**src/rtl/wb_slave_router.sv**
```systemverilog
// Wishbone slave router: decodes the bridge aperture onto four slaves, gates CYC,
// returns read data and ends stalled/unmapped accesses. Macro WB_ROUTER_ERR_CAPTURE_EN adds error capture.
module wb_slave_router #(
  parameter int                    APERWIDTH            = 17,
  parameter int                    APERSIZE             = 9,
  parameter logic [APERWIDTH-1:0]  SLV0_BASE            = 17'h00000,
  parameter logic [APERWIDTH-1:0]  SLV1_BASE            = 17'h00800,
  parameter logic [APERWIDTH-1:0]  SLV2_BASE            = 17'h01000,
  parameter logic [APERWIDTH-1:0]  SLV3_BASE            = 17'h01800,
  parameter logic [31:0]           DEFAULT_READ_VALUE   = 32'hBAD_FAB_AC,
  parameter int                    DEFAULT_CNTR_WIDTH   = 3,
  parameter int                    DEFAULT_CNTR_TIMEOUT = 7
) (
  input  logic                 WB_CLK,
  input  logic                 WB_RST,
  input  logic [APERWIDTH-1:0] WBs_ADR,
  input  logic                 WBs_CYC,
  input  logic                 WBs_STB,
  input  logic                 WBs_WE,
  input  logic [3:0]           WBs_BYTE_STB,
  input  logic [31:0]          WBs_WR_DAT,
  output logic [31:0]          WBs_RD_DAT,
  output logic                 WBs_ACK,
  output logic [3:0]           slv_cyc_o,
  input  logic [3:0]           slv_ack_i,
  input  logic [127:0]         slv_rd_dat_i,
  output logic                 err_irq_o,
  output logic [APERWIDTH-1:0] err_addr_o,
  input  logic                 err_clr_i
);

  localparam int DEC_HI = APERWIDTH - 1;
  localparam int DEC_LO = APERSIZE + 2;
  localparam int CW     = DEFAULT_CNTR_WIDTH;
  localparam logic [CW-1:0] CNT_TIMEOUT = CW'(DEFAULT_CNTR_TIMEOUT);
  localparam logic [CW-1:0] CNT_ONE     = CW'(1);
  localparam logic [CW-1:0] CNT_ZERO    = CW'(0);

  typedef enum logic [1:0] {
    IDLE = 2'd0,
    WAIT = 2'd1,
    ACK  = 2'd2,
    TURN = 2'd3
  } state_t;

  state_t         state_q, state_d;
  logic [3:0]     sel_q, sel_d;
  logic [3:0]     slv_cyc_q, slv_cyc_d;
  logic [CW-1:0]  cnt_q, cnt_d;
  logic           ack_q, ack_d;
  logic [31:0]    rd_dat_q, rd_dat_d;
  logic           err_set;
  logic [3:0]     dec_hit;
  logic [31:0]    sel_dat;
  logic           sel_ack;

  // First matching window wins, lowest slave index first.
  function automatic logic [3:0] decode(input logic [APERWIDTH-1:0] adr);
    logic [3:0] hit;
    hit = 4'b0000;
    if (adr[DEC_HI:DEC_LO] == SLV0_BASE[DEC_HI:DEC_LO]) begin
      hit = 4'b0001;
    end else if (adr[DEC_HI:DEC_LO] == SLV1_BASE[DEC_HI:DEC_LO]) begin
      hit = 4'b0010;
    end else if (adr[DEC_HI:DEC_LO] == SLV2_BASE[DEC_HI:DEC_LO]) begin
      hit = 4'b0100;
    end else if (adr[DEC_HI:DEC_LO] == SLV3_BASE[DEC_HI:DEC_LO]) begin
      hit = 4'b1000;
    end else begin
      hit = 4'b0000;
    end
    return hit;
  endfunction

  // Address decode and selected-slave return path.
  always_comb begin
    dec_hit = decode(WBs_ADR);
    sel_ack = |(slv_ack_i & sel_q);
    sel_dat = 32'h0000_0000;
    case (sel_q)
      4'b0001: sel_dat = slv_rd_dat_i[31:0];
      4'b0010: sel_dat = slv_rd_dat_i[63:32];
      4'b0100: sel_dat = slv_rd_dat_i[95:64];
      4'b1000: sel_dat = slv_rd_dat_i[127:96];
      default: sel_dat = 32'h0000_0000;
    endcase
  end

  // Next-state and registered-output logic.
  always_comb begin
    state_d   = state_q;
    sel_d     = sel_q;
    slv_cyc_d = slv_cyc_q;
    cnt_d     = cnt_q;
    ack_d     = 1'b0;
    rd_dat_d  = rd_dat_q;
    err_set   = 1'b0;
    case (state_q)
      IDLE: begin
        if (WBs_CYC && WBs_STB) begin
          if (|dec_hit) begin
            sel_d     = dec_hit;
            slv_cyc_d = dec_hit;
            cnt_d     = CNT_ZERO;
            state_d   = WAIT;
          end else begin
            state_d  = ACK;
            ack_d    = 1'b1;
            rd_dat_d = DEFAULT_READ_VALUE;
            err_set  = 1'b1;
          end
        end else begin
          state_d = IDLE;
        end
      end
      WAIT: begin
        if (!WBs_CYC) begin
          state_d   = IDLE;
          slv_cyc_d = 4'b0000;
          sel_d     = 4'b0000;
        end else if (sel_ack) begin
          // Slave ACK outranks a timeout landing in the same cycle.
          state_d   = ACK;
          ack_d     = 1'b1;
          rd_dat_d  = sel_dat;
          slv_cyc_d = 4'b0000;
        end else if (cnt_q == CNT_TIMEOUT) begin
          state_d   = ACK;
          ack_d     = 1'b1;
          rd_dat_d  = DEFAULT_READ_VALUE;
          slv_cyc_d = 4'b0000;
          err_set   = 1'b1;
        end else begin
          cnt_d = cnt_q + CNT_ONE;
        end
      end
      ACK: begin
        state_d = TURN;
        sel_d   = 4'b0000;
      end
      TURN: begin
        state_d = IDLE;
      end
      default: begin
        state_d   = IDLE;
        sel_d     = 4'b0000;
        slv_cyc_d = 4'b0000;
      end
    endcase
  end

  // State and output registers.
  always_ff @(posedge WB_CLK) begin
    if (WB_RST) begin
      state_q   <= IDLE;
      sel_q     <= 4'b0000;
      slv_cyc_q <= 4'b0000;
      cnt_q     <= CNT_ZERO;
      ack_q     <= 1'b0;
      rd_dat_q  <= 32'h0000_0000;
    end else begin
      state_q   <= state_d;
      sel_q     <= sel_d;
      slv_cyc_q <= slv_cyc_d;
      cnt_q     <= cnt_d;
      ack_q     <= ack_d;
      rd_dat_q  <= rd_dat_d;
    end
  end

  assign WBs_ACK    = ack_q;
  assign WBs_RD_DAT = rd_dat_q;
  assign slv_cyc_o  = slv_cyc_q;

`ifdef WB_ROUTER_ERR_CAPTURE_EN
  logic                 err_irq_q, err_irq_d;
  logic [APERWIDTH-1:0] err_addr_q, err_addr_d;

  // Error capture: a new error outranks a clear in the same cycle.
  always_comb begin
    err_irq_d  = err_irq_q;
    err_addr_d = err_addr_q;
    if (err_set) begin
      err_irq_d  = 1'b1;
      err_addr_d = WBs_ADR;
    end else if (err_clr_i) begin
      err_irq_d  = 1'b0;
    end else begin
      err_irq_d  = err_irq_q;
    end
  end

  // Error capture registers.
  always_ff @(posedge WB_CLK) begin
    if (WB_RST) begin
      err_irq_q  <= 1'b0;
      err_addr_q <= {APERWIDTH{1'b0}};
    end else begin
      err_irq_q  <= err_irq_d;
      err_addr_q <= err_addr_d;
    end
  end

  assign err_irq_o  = err_irq_q;
  assign err_addr_o = err_addr_q;

  logic err_path_unused;
  assign err_path_unused = &{1'b0, WBs_WE, WBs_BYTE_STB, WBs_WR_DAT, WBs_ADR[DEC_LO-1:0]};
`else
  assign err_irq_o  = 1'b0;
  assign err_addr_o = {APERWIDTH{1'b0}};

  logic err_path_unused;
  assign err_path_unused = &{1'b0, err_set, err_clr_i, WBs_WE, WBs_BYTE_STB, WBs_WR_DAT,
                             WBs_ADR[DEC_LO-1:0]};
`endif

endmodule

```
**config.mk**
```make
export PLATFORM = sky130hd
export DESIGN_NAME = wb_slave_router
export DESIGN_NICKNAME = d
export VERILOG_FILES = /design/src/rtl/wb_slave_router.sv
export SDC_FILE = /design/constraint.sdc
export NUM_CORES = 1
export LEC_CHECK = 0
export BUFFER_PORTS_ARGS = -buffer_cell sky130_fd_sc_hd__clkbuf_2
export CAP_MARGIN = 5
export CELL_PAD_IN_SITES_DETAIL_PLACEMENT = 1
export CELL_PAD_IN_SITES_GLOBAL_PLACEMENT = 1
export CORE_MARGIN = 8
export CORE_UTILIZATION = 25
export DETAILED_ROUTE_END_ITERATION = 10
export PLACE_DENSITY_LB_ADDON = 0.1
export SLEW_MARGIN = 10
export SYNTH_ARGS = -nofsm -noshare
export SYNTH_HDL_FRONTEND = slang
export SYNTH_SLANG_ARGS = --single-unit
```
**constraint.sdc**
```tcl
create_clock -name WB_CLK -period 2 [get_ports WB_CLK]
set_input_delay 0.2 -clock WB_CLK [delete_from_list [all_inputs] [get_ports WB_CLK]]
set_output_delay 0.2 -clock WB_CLK [all_outputs]
set_load 0.03 [all_outputs]
```
==> metrics <==
Post-DRT Antenna Nets=0; Peak Freq=roughly 0.53 GHz; top post-synthesis cells by area=dfxtp_1, nor2b_1, o32a_1; sequential share of the synthesized area=~28%; synthesis-to-layout area growth=36.9%; clock buffer depth=2; Final Util=34.5%; WL per Instance=18.9 um; WL met1=between 5000 and 6000 um; total power=approximately 2.7 mW; mapped cell area=0.00328 sq mm; min Tclk post-route=around 1.9 ns; Clock Sinks=46; Worst EP required=2.17 ns; nets=roughly 750; Peak supply drop=between 0.2 and 0.3 mV; Seq pwr share=roughly two fifths; routed length on met3=957 um; Net Sw Power=~0.88 mW; setup TNS=0 ns; n_diodes=0; Worst Setup Start Kind=flop; DR top layer=met4; Hold Path Class=in -> reg; flops & latches, synth=46; worst skew pair latency=0.29 ns; hold buffers post-CTS=0; crit end category=flop; status=finished clean; RR Startpoint=state_q[0]; R2R setup slack=roughly 0.13 ns; Starting Density=25.2%; Overflow after GRT=0; via/cell ratio=between 4 and 5; most common cell in the netlist=dfxtp_1; P_leak=1.96 nW; RePlAce Congestion=0.864; die height=approximately 130 um; Logic pwr share=between 20% and 30%; WL met2=about 6900 um; final cell count without fillers=726; Core ar.=~0.013 sq mm; Int Pwr=1.79 mW; Worst-Margin Slew=between 0.5 and 0.6 ns; Clock Tree Root=clkbuf_16; total track usage=~15%; CTS tree=built; clock slew at reported path FFs=approximately 0.070 ns; vias in the first global route=between 3000 and 4000; cell count after placement=roughly 720; initial antenna violation count=0; Max Cap Violations=0; Yosys cell types=50; Post-synth top flop=dfxtp_1; worst hold slack=approximately 0.22 ns; clock share of power=about a third; DP HPWL=around 11000 um; post-route setup slack=0.126 ns; pwr dens=~590 mW/mm^2; Yosys top cell area share=between 20% and 30%; hold path depth=4; Slew HR=about 62%; Hold EP=slv_cyc_o[0]; Initial DRC Count=roughly 140; dpl ws=0.0579 ns; Post-Route WL=13700 um; reg2reg path depth=7; mean post-synth cell area=~8.6 sq um; Final setup viols=0; I/O Buffers=around 180; r2r endpoint=WBs_RD_DAT[3]; Synth area leader=dfxtp_1; layout cells sized above 1=roughly 43%; hold_sp=WBs_ADR[12]; largest net degree at the start of global routing=44; final slew viol count=0; Mapped Cells=380; Post-synth EDFFs=0; switching part of the total power=between 30% and 40%; Final Skew=a little over 0.009 ns; cts bufs inserted=5; DIE WIDTH=about 130 um; list of most frequent post-synthesis cells=dfxtp_1, nor2b_1, a21oi_1; placed cell areas=about 0.0043 sq mm; Fin. Hold Viols=0; DIE AREA=approximately 0.017 sq mm; first-pass detailed-route iteration total=5; via count=~3600; RSZ-0062 raised after global routing=false; Fill cells=between 1500 and 2000; Rows=42; global-route wire length before repair=between 20000 and 25000 um; Setup CP Type=reg -> reg; design area=about 0.0045 sq mm; ys async rst share=0%; Crit Path Max Fanout=21; crit share post-route=between 90% and 100%; Ys Warns=0; CTS HTree Levels=2; # IOs=between 200 and 250; Data arrival, critical path=a little over 2 ns; # DRC=0
-- layer usage --
layer | vias up | track usage [%]
met5 | - | 0
met4 | 0 | 3.44
met3 | 13 | 2.80
met2 | 129 | 28.1
met1 | 1713 | 17.7
li1 | 1754 | -
-- how the worst max path moves through the flow --
stage	startpoint	to	slack [ns]	cells after the start
CTS	state_q[0]	WBs_RD_DAT[3]	0.04	7
finish	state_q[0]	WBs_RD_DAT[3]	0.13	7
detailed placement	state_q[0]	WBs_RD_DAT[3]	0.06	7
global placement	state_q[0]	WBs_RD_DAT[2]	0.11	7
floorplan	state_q[0]	WBs_RD_DAT[16]	0.12	8
global route	state_q[0]	WBs_RD_DAT[23]	0.0002	7
-- layout by cell type (no fill, tap or decap), types with 5 or more instances in the layout --
cell	n
a21oi_1	34
a222oi_1	11
a22o_1	11
a32oi_1	21
and2_1	22
buf_4	21
clkbuf_16	5
clkbuf_2	178
conb_1	18
dfxtp_1	45
ha_1	5
nand2_1	27
nand4_1	7
nor2_1	6
nor2b_1	38
o21ai_0	23
o32a_1	19
o41ai_1	10
-- flip-flops by register name, indices dropped and copies added, names as in the netlist --
name	flops
cnt_q	3
WBs_ACK	1
slv_cyc_o	4
WBs_RD_DAT	32
state_q	2
sel_q	4
-- worst max-delay path, cell delays in order, from the launching register on --
cell,delay [ns]
dfxtp_1,0.36
inv_1,0.11
ha_2,0.24
nor2b_1,0.16
o41ai_4,0.34
nor2_1,0.14
buf_12,0.19
o32a_2,0.19
-- layout make-up --
type | instances | area, sq um | area share [%]
multi-input cells | 293 | 2120 | 47.2
flip-flops and latches | 46 | 922 | 20.5
clock buffers | 6 | 139 | 3.09
inverters | 3 | 11.3 | 0.251
well taps | 176 | 220 | 4.90
repair buffers | 200 | 1070 | 23.8
clock inverters | 2 | 12.5 | 0.278
-- timing repair --
item | CTS | global route
resized for setup | 0 | 7
endpoints found under the hold margin | 0 | 0
buffers inserted | 0 | 0
endpoints found under the setup margin | 0 | 26
-- logic make-up after synthesis --
| family | count (synthesis) | share of synthesized area, % |
|---|---|---|
| flops | 46 | 28.1 |
| other cells | 1 | 0.114 |
| fa+ha+maj | 7 | 2.67 |
| xor+xnor | 1 | 0.267 |
| compound gates | 148 | 36.3 |
| buf+inv | 58 | 10.3 |
| simple gates | 118 | 22.0 |
| mux | 1 | 0.343 |
-- power groups by stage --
stage                     registers, mW  logic, mW  clock network (mW)
after floorplan                    1.19      0.334                   0
after global placement             1.05      0.760                   0
after detailed placement           1.06      0.770                   0
after CTS                          1.03      0.773               0.922
after global routing               1.04      0.831               0.952
final                              1.03      0.766               0.867
Power figures use the tool's default switching activity.
